===== config.mk =====
export PLATFORM = sky130hd
export DESIGN_NAME = mid_line_error_banded
export DESIGN_NICKNAME = d
export VERILOG_FILES = /design/src/rtl/mid_line_error_banded.sv
export SDC_FILE = /design/constraint.sdc
export NUM_CORES = 1
export LEC_CHECK = 0
export CORE_MARGIN = 8
export CORE_UTILIZATION = 40
export CTS_CLUSTER_DIAMETER = 60
export DETAILED_ROUTE_END_ITERATION = 6
export PLACE_DENSITY_LB_ADDON = 0.25
export SLEW_MARGIN = 20
export SYNTH_ARGS = -nofsm -noshare
export SYNTH_HDL_FRONTEND = slang
export SYNTH_SLANG_ARGS = --single-unit

===== constraint.sdc =====
create_clock -name clk -period 6.15 [get_ports clk]
set_input_delay 0.9225 -clock clk [delete_from_list [all_inputs] [get_ports clk]]
set_output_delay 0.9225 -clock clk [all_outputs]
set_load 0.03 [all_outputs]

===== src/rtl/mid_line_error_banded.sv =====
// Banded line-centroid error engine: thresholds one colour channel inside an ROI,
// accumulates column sum / hit count per horizontal band, then divides each band serially.
module mid_line_error_banded #(
    parameter int IMAGE_WIDTH  = 320,
    parameter int IMAGE_HEIGHT = 240,
    parameter int COLOUR_BITS  = 4,
    parameter int NUM_BANDS    = 4,
    parameter int ROI_X0       = 106,
    parameter int ROI_X1       = 211,
    parameter int ROI_Y0       = 109,
    parameter int ROI_Y1       = 228,
    parameter int REF_CENTER   = IMAGE_WIDTH / 2,
    parameter int MIN_PIXELS   = 1,
    localparam int BIW = (NUM_BANDS > 1) ? $clog2(NUM_BANDS) : 1
) (
    input  logic                       clk,
    input  logic                       reset_n,
    input  logic [3*COLOUR_BITS-1:0]   pixel,
    input  logic                       pixel_valid,
    input  logic                       startofpacket,
    input  logic [1:0]                 chan_sel,
    input  logic [COLOUR_BITS-1:0]     threshold,
    output logic signed [31:0]         band_error,
    output logic [BIW-1:0]             band_idx,
    output logic                       band_found,
    output logic                       band_valid,
    output logic                       frame_done
);
    localparam int BAND_ROWS = (ROI_Y1 - ROI_Y0 + 1) / NUM_BANDS;
    localparam int CW  = $clog2(BAND_ROWS * (ROI_X1 - ROI_X0 + 1) + 1);
    localparam int SW  = CW + $clog2(IMAGE_WIDTH);
    localparam int XW  = $clog2(IMAGE_WIDTH);
    localparam int YW  = $clog2(IMAGE_HEIGHT + 1);
    localparam int RBW = $clog2(BAND_ROWS + 1);
    localparam int STW = $clog2(SW + 1);

    localparam logic [XW-1:0]  X_LAST  = XW'(IMAGE_WIDTH - 1);
    localparam logic [XW-1:0]  X0      = XW'(ROI_X0);
    localparam logic [XW-1:0]  X1      = XW'(ROI_X1);
    localparam logic [YW-1:0]  Y_END   = YW'(IMAGE_HEIGHT);
    localparam logic [YW-1:0]  Y0      = YW'(ROI_Y0);
    localparam logic [YW-1:0]  Y1      = YW'(ROI_Y1);
    localparam logic [RBW-1:0] RB_LAST = RBW'(BAND_ROWS - 1);
    localparam logic [BIW-1:0] NB_LAST = BIW'(NUM_BANDS - 1);
    localparam logic [STW-1:0] SW_LAST = STW'(SW - 1);
    localparam logic [CW-1:0]  MIN_P   = CW'(MIN_PIXELS);

    typedef enum logic [1:0] {ACCUM, DIVIDE, EMIT} state_t;
    state_t state, state_n;

    logic [XW-1:0]  col, ec;
    logic [YW-1:0]  row, er;
    logic [RBW-1:0] rib, erib;
    logic [BIW-1:0] ab, eb, db;
    logic           armed, sop, hit, in_roi, acc_en, t0;
    logic [COLOUR_BITS-1:0] ch;

    logic [NUM_BANDS-1:0][SW-1:0] sum;
    logic [NUM_BANDS-1:0][CW-1:0] cnt;

    logic [CW-1:0]  rem, cnt_sel;
    logic [SW-1:0]  quot, sum_sel, q_fin;
    logic [STW-1:0] step, bit_idx;
    logic [CW:0]    r_sh, r_next;
    logic           ge, found;

    // An SOP pixel is treated as sitting at (0,0) of a fresh frame.
    assign sop = pixel_valid && startofpacket;
    always_comb begin
        ec   = sop ? '0 : col;
        er   = sop ? '0 : row;
        erib = sop ? '0 : rib;
        eb   = sop ? '0 : ab;
    end

    always_comb begin
        case (chan_sel)
            2'b01:   ch = pixel[3*COLOUR_BITS-1:2*COLOUR_BITS];
            2'b10:   ch = pixel[2*COLOUR_BITS-1:COLOUR_BITS];
            2'b11:   ch = pixel[COLOUR_BITS-1:0];
            default: ch = '0;
        endcase
    end

    assign hit    = (chan_sel != 2'b00) && (ch >= threshold);
    assign in_roi = (ec >= X0) && (ec <= X1) && (er >= Y0) && (er <= Y1);
    assign acc_en = pixel_valid && (armed || sop) && hit && in_roi && (state == ACCUM || sop);
    assign t0     = (state == ACCUM) && pixel_valid && (armed || sop) && (ec == X1) && (er == Y1);

    // armed gates everything until an SOP has been seen since reset.
    always_ff @(posedge clk or negedge reset_n) begin
        if (!reset_n) begin
            col   <= '0;
            row   <= '0;
            rib   <= '0;
            ab    <= '0;
            armed <= 1'b0;
        end else if (pixel_valid) begin
            if (sop) armed <= 1'b1;
            if (er != Y_END) begin
                if (ec == X_LAST) begin
                    col <= '0;
                    row <= er + 1'b1;
                    if (er + 1'b1 == Y0) begin
                        rib <= '0;
                        ab  <= '0;
                    end else if (erib == RB_LAST) begin
                        rib <= '0;
                        ab  <= eb + 1'b1;
                    end else begin
                        rib <= erib + 1'b1;
                        ab  <= eb;
                    end
                end else begin
                    col <= ec + 1'b1;
                    row <= er;
                    rib <= erib;
                    ab  <= eb;
                end
            end
        end
    end

    always_ff @(posedge clk or negedge reset_n) begin
        if (!reset_n) begin
            sum <= '0;
            cnt <= '0;
        end else begin
            if (sop) begin
                sum <= '0;
                cnt <= '0;
            end
            if (acc_en) begin
                sum[eb] <= (sop ? '0 : sum[eb]) + SW'(ec);
                cnt[eb] <= (sop ? '0 : cnt[eb]) + 1'b1;
            end
        end
    end

    always_ff @(posedge clk or negedge reset_n) begin
        if (!reset_n) state <= ACCUM;
        else          state <= state_n;
    end

    always_comb begin
        state_n = state;
        case (state)
            ACCUM:   if (t0) state_n = DIVIDE;
            DIVIDE:  if (sop) state_n = ACCUM;
                     else if (step == SW_LAST) state_n = EMIT;
            EMIT:    if (sop || db == NB_LAST) state_n = ACCUM;
                     else state_n = DIVIDE;
            default: state_n = ACCUM;
        endcase
    end

    // Restoring divider, MSB first; the dividend bit is read straight from the held sum.
    always_comb begin
        sum_sel = sum[db];
        cnt_sel = cnt[db];
        bit_idx = SW_LAST - step;
        r_sh    = {((step == '0) ? '0 : rem), sum_sel[bit_idx]};
        ge      = (cnt_sel != '0) && (r_sh >= {1'b0, cnt_sel});
        r_next  = ge ? r_sh - {1'b0, cnt_sel} : r_sh;
        q_fin   = {quot[SW-2:0], ge};
        found   = (cnt_sel >= MIN_P);
    end

    always_ff @(posedge clk or negedge reset_n) begin
        if (!reset_n) begin
            rem        <= '0;
            quot       <= '0;
            step       <= '0;
            db         <= '0;
            band_error <= '0;
            band_idx   <= '0;
            band_found <= 1'b0;
            band_valid <= 1'b0;
            frame_done <= 1'b0;
        end else begin
            band_valid <= 1'b0;
            frame_done <= 1'b0;
            case (state)
                ACCUM: begin
                    step <= '0;
                    db   <= '0;
                end
                DIVIDE: if (!sop) begin
                    rem  <= r_next[CW-1:0];
                    quot <= q_fin;
                    step <= step + 1'b1;
                    // Results register on the last quotient bit so the strobe lines up with EMIT.
                    if (step == SW_LAST) begin
                        band_valid <= 1'b1;
                        band_idx   <= db;
                        band_found <= found;
                        band_error <= found ? 32'(REF_CENTER) - 32'(q_fin) : '0;
                        frame_done <= (db == NB_LAST);
                    end
                end
                EMIT: begin
                    step <= '0;
                    db   <= db + 1'b1;
                end
                default: ;
            endcase
        end
    end
endmodule


==> After elaboration in Yosys (flattened, before gate mapping) <==
Index checks and enable logic that the tools add are counted.
{ "op_classes": {"muxes": 52, "magnitude_cmp": 11, "multipliers": 0, "reduce_logical": 31, "shift": 0, "eq_ne": 16, "bitwise": 1, "n_div": 0, "add_sub_neg": 11} }
{ "ops": {"columns": ["operator", "count"], "rows": [
  ["84-bit two-way mux", 2],
  ["48-bit two-way mux", 2],
  ["21-bit binary-select mux with 2-bit select", 2],
  ["84-bit bitwise mux", 1],
  ["21-bit two-way mux", 4],
  ["12-bit two-way mux", 6],
  ["12-bit binary-select mux with 2-bit select", 2],
  ["48-bit bitwise mux", 1],
  ["21-bit demux with 2-bit select", 1],
  ["32-bit two-way mux", 1],
  ["5-bit two-way mux", 5],
  ["12-bit demux with 2-bit select", 1],
  ["8-bit by 21-bit subtractor with 22-bit output (first input constant)", 1],
  ["21-bit by 9-bit adder with 21-bit output", 1],
  ["9-bit two-way mux", 2],
  ["8-bit two-way mux", 2],
  ["1-bit logical AND", 15],
  ["2-bit two-way mux", 7],
  ["13-bit by 12-bit greater-or-equal comparator with 1-bit output", 1],
  ["12-bit by 1-bit adder with 12-bit output (second input constant)", 1],
  ["12-bit by 1-bit greater-or-equal comparator with 1-bit output (second input constant)", 1],
  ["4-bit one-hot mux with 3 select lines", 1],
  ["12-bit nonzero test", 1],
  ["12-bit subtractor", 1],
  ["other kinds (36)", 60]
]} }
{ "word_totals": {"reg_bits": 235, "in_bits": 22, "latch_bits": 0, "rom_bits": 0, "ram_bits": 0, "elab_cells": 145, "n_memories": 0} }

==> Longest topological paths before layout <==
{ "depth": {"depth_word": 9, "mapped_depth": 24, "mapped_depth_nobuf": 22} }

==> Least setup slack after synthesis <==
Ideal clock, no wire load.
{ "synth_path": {"path_type": "register to register", "startpoint": "register db[1]", "endpoint": "register band_error[20]", "stages_incl_launch_ff": 23, "slack_ps": 1015, "t_required_ps": 6054, "synth_period_minus_slack_ps": 5135, "t_arrival_ps": 5040, "n_path_buf": 5, "cell_sequence": "dfrtp_1 > clkbuf_1 > buf_2 > buf_1 > mux4_2 > mux4_2 > mux2_2 > a32oi_1 > ha_1 > nand2b_1 > a21o_1 > a211oi_1 > o21ai_0 > or2b_2 > buf_4 > buf_2 > ha_1 > nand2_1 > o21a_1 > o21a_1 > nor4_1 > xor2_1 > o31ai_1"} }
{ "synth_between": {"elab_chain_cells": 8, "word_cells_on_any_way": 12, "classes_between": "1 x add/sub; 2 x order compare; 7 x mux; 2 x reduce/logical"} }
{ "synth_rtl": {"columns": ["item", "line_no", "rtl"], "rows": [
  ["from (decl)", "54", "logic [BIW-1:0] ab, eb, db;"],
  ["from (signal assigned)", "203", "db <= db + 1'b1;"],
  ["21-bit binary-select mux with 2-bit select", "159", "sum_sel = sum[db];"],
  ["21-bit two-way mux (implied by the code)", "159", null],
  ["1-bit binary-select mux with 5-bit select", "162", "r_sh = {((step == '0) ? '0 : rem), sum_sel[bit_idx]};"],
  ["1-bit two-way mux (implied by the code)", "162", null],
  ["13-bit by 12-bit greater-or-equal comparator with 1-bit output", "163", "ge = (cnt_sel != '0) && (r_sh >= {1'b0, cnt_sel});"],
  ["1-bit logical AND", "163", null],
  ["8-bit by 21-bit subtractor with 22-bit output", "197", "band_error <= found ? 32'(REF_CENTER) - 32'(q_fin) : '0;"],
  ["32-bit two-way mux *", "197", null],
  ["to (signal assigned)", "197", null],
  ["to (decl)", "23", "output logic signed [31:0] band_error,"]
]} }
Mark *: on every way between the ends. The rest lies on a longest branch, timed or not. The select of a mux whose other input is x is not followed.
A chain may end at the register's enable or synchronous reset.

==> Worst setup path in the final report <==
{ "layout_path": {"startpoint": "register db[0]", "endpoint": "register band_error[20]"} }
Same word-level chain as after synthesis.

==> impl_metrics.csv <==
group,metric,value,unit
timing,setup-violations-final,0,
yosys,yosysSeqAreaShare,42.1,%
floorplanning,die_w,199,um
power,pwr-share-comb,4.2,%
clocking,clkLatencyLatePin,520,ps
clocking,ctsHoldBuffers,0,
hold_path,hp-class,"input pin to async pin",
setup_path,cpPeakStageDelay,820,ps
place,dpl.cell_count,1763,
timing,rsz0062_at_grt,"no",
flow_run,cap_violations,0,
timing,period_minus_slack,5130,ps
detailed_routing,firstDrtPassIters,5,
floorplanning,dieHeight,199,um
setup_path,end_kind,"register",
yosys,syn_avg_cell_area,10.0,um^2
timing,tns,0,ps
floorplanning,ios,59,
yosys,synth_cells,1337,
yosys,synthesis.area,0.0134,mm^2
cells_and_area,drive_gt1_share,12.7,%
setup_path,worstSetupStartpointType,"register",
global_route,grt_first_pass_wirelength,53.4,mm
clocking,clock_sinks,225,
cells_and_area,fillCellCount,3192,
timing,period_share,83.4,%
yosys,yosys-top-cells-area,"dfrtp_1 42%, mux4_2 12%, o21ai_0 6.4%",
clocking,cts_setup_buffers,0,
floorplanning,initial_utilization,40.3,%
detailed_routing,drtIter0Drc,733,
clocking,cts_resized,0,
setup_path,worst-path-buf-inv,0,
setup_path,r2r_end,"band_error[20]$_DFFE_PN0P_",
yosys,yosysTopAreaCellShare,42.1,%
floorplanning,core,0.0332,mm^2
cells_and_area,utilization,45.4,%
timing,report.final.slew_viol_count,0,
setup_path,critical_path_class,"register to register",
cells_and_area,layout.nets,1409,
setup_path,timing.rr.start,"db[0]$_DFFE_PN0N_",
power,vdd_drop_max,0.000160,V
setup_path,crit_chain,"mux4_2, mux4_2, mux2i_1, nand2_1, a32oi_1, ha_1, nand2b_1, a21o_1, a211oi_1, o21ai_0, or2b_2, ha_1, nand2_1, o21a_1, o21a_1, nor4_1, xor2_1, o31ai_1",
global_route,grt_max_degree,139,
setup_path,r2r_slack,1020,ps
detailed_routing,drc,0,
yosys,synth_top_cell_by_area,"dfrtp_1",
yosys,yosysUniqueCellTypes,65,
floorplanning,die_area,0.0396,mm^2
detailed_routing,antenna_left,0,
detailed_routing,vias,10160,
yosys,synthArstFlopShare,100,%
setup_path,r2r_cells,18,
setup_path,critPathRequiredTime,6580,ps
global_route,grtUsageTotal,16.3,%
setup_path,cp_slowest_cell,"dfrtp_2",
yosys,syn_nets,1402,
timing,maxSlewHeadroom,35.7,%
cells_and_area,insertedDiodeCount,0,
timing,skew,8.21,ps
place,io_buffers,58,
clocking,cts_max_level,1,
clocking,clk_pin_slew,60,ps
detailed_routing,drt_wl_total,31.9,mm
setup_path,arrival,5560,ps
power,power_leakage,6.27,nW
place,routabilityCongestion,0.831,
clocking,cts_tree,"done",
cells_and_area,area_growth_syn_to_layout,12.7,%
clocking,cts_buffers,27,
power,internal-power,0.00243,W
global_route,antenna_found_initial,0,
clocking,clockBufferDepth,3,
power,pwr_density_cell,209,mW/mm^2
power,swShare,23.1,%
timing,hold_viol,0,
setup_path,critPathMaxFanout,22,
global_route,first_global_vias,10051,
detailed_routing,avgViaCountPerCell,5.61,
timing,fin_hold_ws,417,ps
clocking,root_buffer,"clkbuf_16",
floorplanning,rows,67,
yosys,synth_seq_cells,225,
timing,worst_pin_slew,958,ps
yosys,ys_warn_count,0,
detailed_routing,drt-wirelength-per-cell,17.6,um
global_route,grt.overflow.total,0,
outcome,run_status,"finished, final reports clean",
timing,clock.fmax,0.195,GHz
place,detailed_place_hpwl,21.4,mm
setup_path,cpLargestDelayFamily,"compound AO/OA/AOI/OAI gates",
yosys,synth-edff-count,0,
power,p_clk_share,48.3,%
yosys,ys.flop_type,"dfrtp_1",
power,p_sw,0.000731,W
cells_and_area,layout.cells.non_filler,1812,
power,seqPwrFrac,47.5,%
## cell usage in the layout (no fill, tap or decap), types with 13 or more instances in the layout
cell type | synthesis | routed
nor2_1 | 56 | 56
clkdlybuf4s50_1 | 0 | 57
ha_1 | 41 | 41
nand3_1 | 137 | 137
mux4_2 | 70 | 70
inv_1 | 42 | 42
nand2_1 | 112 | 111
xnor2_1 | 33 | 33
buf_4 | 14 | 19
clkbuf_16 | 0 | 27
mux2_2 | 23 | 23
nor3_1 | 15 | 15
mux2i_1 | 13 | 13
and2_1 | 43 | 43
nand4_1 | 19 | 19
xor2_1 | 31 | 31
dfrtp_1 | 225 | 223
o21ai_0 | 170 | 170
a21oi_1 | 50 | 50
## worst max-delay path by stage
| stage | startpoint | endpoint | slack [ps] | cells after the start |
|---|---|---|---|---|
| 2_1_floorplan | db[1]$_DFFE_PN0N_ | band_error[20]$_DFFE_PN0P_ | 1010 | 22 |
| 3_3_place_gp | db[0]$_DFFE_PN0N_ | band_error[18]$_DFFE_PN0P_ | 1080 | 18 |
| 5_1_grt | db[0]$_DFFE_PN0N_ | band_error[18]$_DFFE_PN0P_ | 570 | 18 |
| 3_5_place_dp | db[0]$_DFFE_PN0N_ | band_error[14]$_DFFE_PN0P_ | 950 | 18 |
| 6_report | db[0]$_DFFE_PN0N_ | band_error[20]$_DFFE_PN0P_ | 1020 | 18 |
| 4_1_cts | db[0]$_DFFE_PN0N_ | band_error[20]$_DFFE_PN0P_ | 940 | 18 |
## registers in the layout, indices dropped and copies added (netlist names)
register    count
col             9
frame_done      1
cnt            48
band_valid      1
band_idx        2
band_error     22
state           2
db              2
row             8
step            5
ab              2
rib             5
band_found      1
armed           1
quot           20
rem            12
sum            84
## power groups by stage
stage | Clock (W) | Sequential, W | Combinational [W]
finish | 0.00152 | 0.00150 | 0.000133
global route | 0.00163 | 0.00150 | 0.000152
CTS | 0.00157 | 0.00150 | 0.000136
detailed placement | 0 | 0.00153 | 0.000135
global placement | 0 | 0.00153 | 0.000134
floorplan | 0 | 0.00152 | 0.0000690
## area by class of cell
cell class | count | area (um^2) | share of cell area [%]
well taps | 448 | 561 | 3.72
inverters | 44 | 165 | 1.10
clock inverters | 13 | 103 | 0.680
clock buffers | 36 | 749 | 4.97
repair buffers | 78 | 748 | 4.96
flip-flops and latches | 225 | 5630 | 37.4
multi-input cells | 968 | 7120 | 47.2
## cells by family after synthesis
group,Yosys count,share of synthesized area [%]
AOI/OAI and AO/OA,300,12.9
xor gates and xnor gates,64,4.19
adders and majority gates,43,4.13
buffers and inverters,144,4.75
DFF,225,42.1
muxes,107,14.9
and+or+nand+nor,454,17.0
## cell usage after synthesis, types with 4 or more instances
library cell / number
or3_1: 11
a32o_1: 4
nor3_1: 15
and3_1: 10
a31oi_1: 7
a31o_2: 6
a21oi_1: 50
mux4_2: 70
nor2b_1: 9
o211ai_1: 6
o21ai_0: 170
xor2_1: 31
buf_2: 7
a21o_1: 11
inv_1: 42
buf_4: 14
a22o_1: 5
nor2_1: 56
xnor2_1: 33
clkbuf_1: 59
and2_1: 43
mux2_2: 23
o22ai_1: 4
nand2b_1: 10
nor4_1: 10
o21a_1: 9
nand3_1: 137
dfrtp_1: 225
buf_1: 16
o31ai_1: 12
nand2_1: 112
nand4_1: 19
ha_1: 41
mux2i_1: 13
## metrics by stage
step                      power, W  setup slack (ps)  area (um^2)
after floorplan            0.00159              1010        13400
after global placement     0.00166              1080        14200
after detailed placement   0.00166               953        14200
after CTS                  0.00320               942        15100
after global routing       0.00328               572        15100
final                      0.00316              1020        15100
## routing by layer
metal / wire [um] / vias up / GRT usage [%]
met5: 0 / - / 0
met4: 403 / 0 / 3.10
met3: 1490 / 32 / 1.98
met2: 15300 / 214 / 27.5
met1: 14700 / 5053 / 22.4
li1: - / 4861 / -
(Power assumes the default switching activity.)
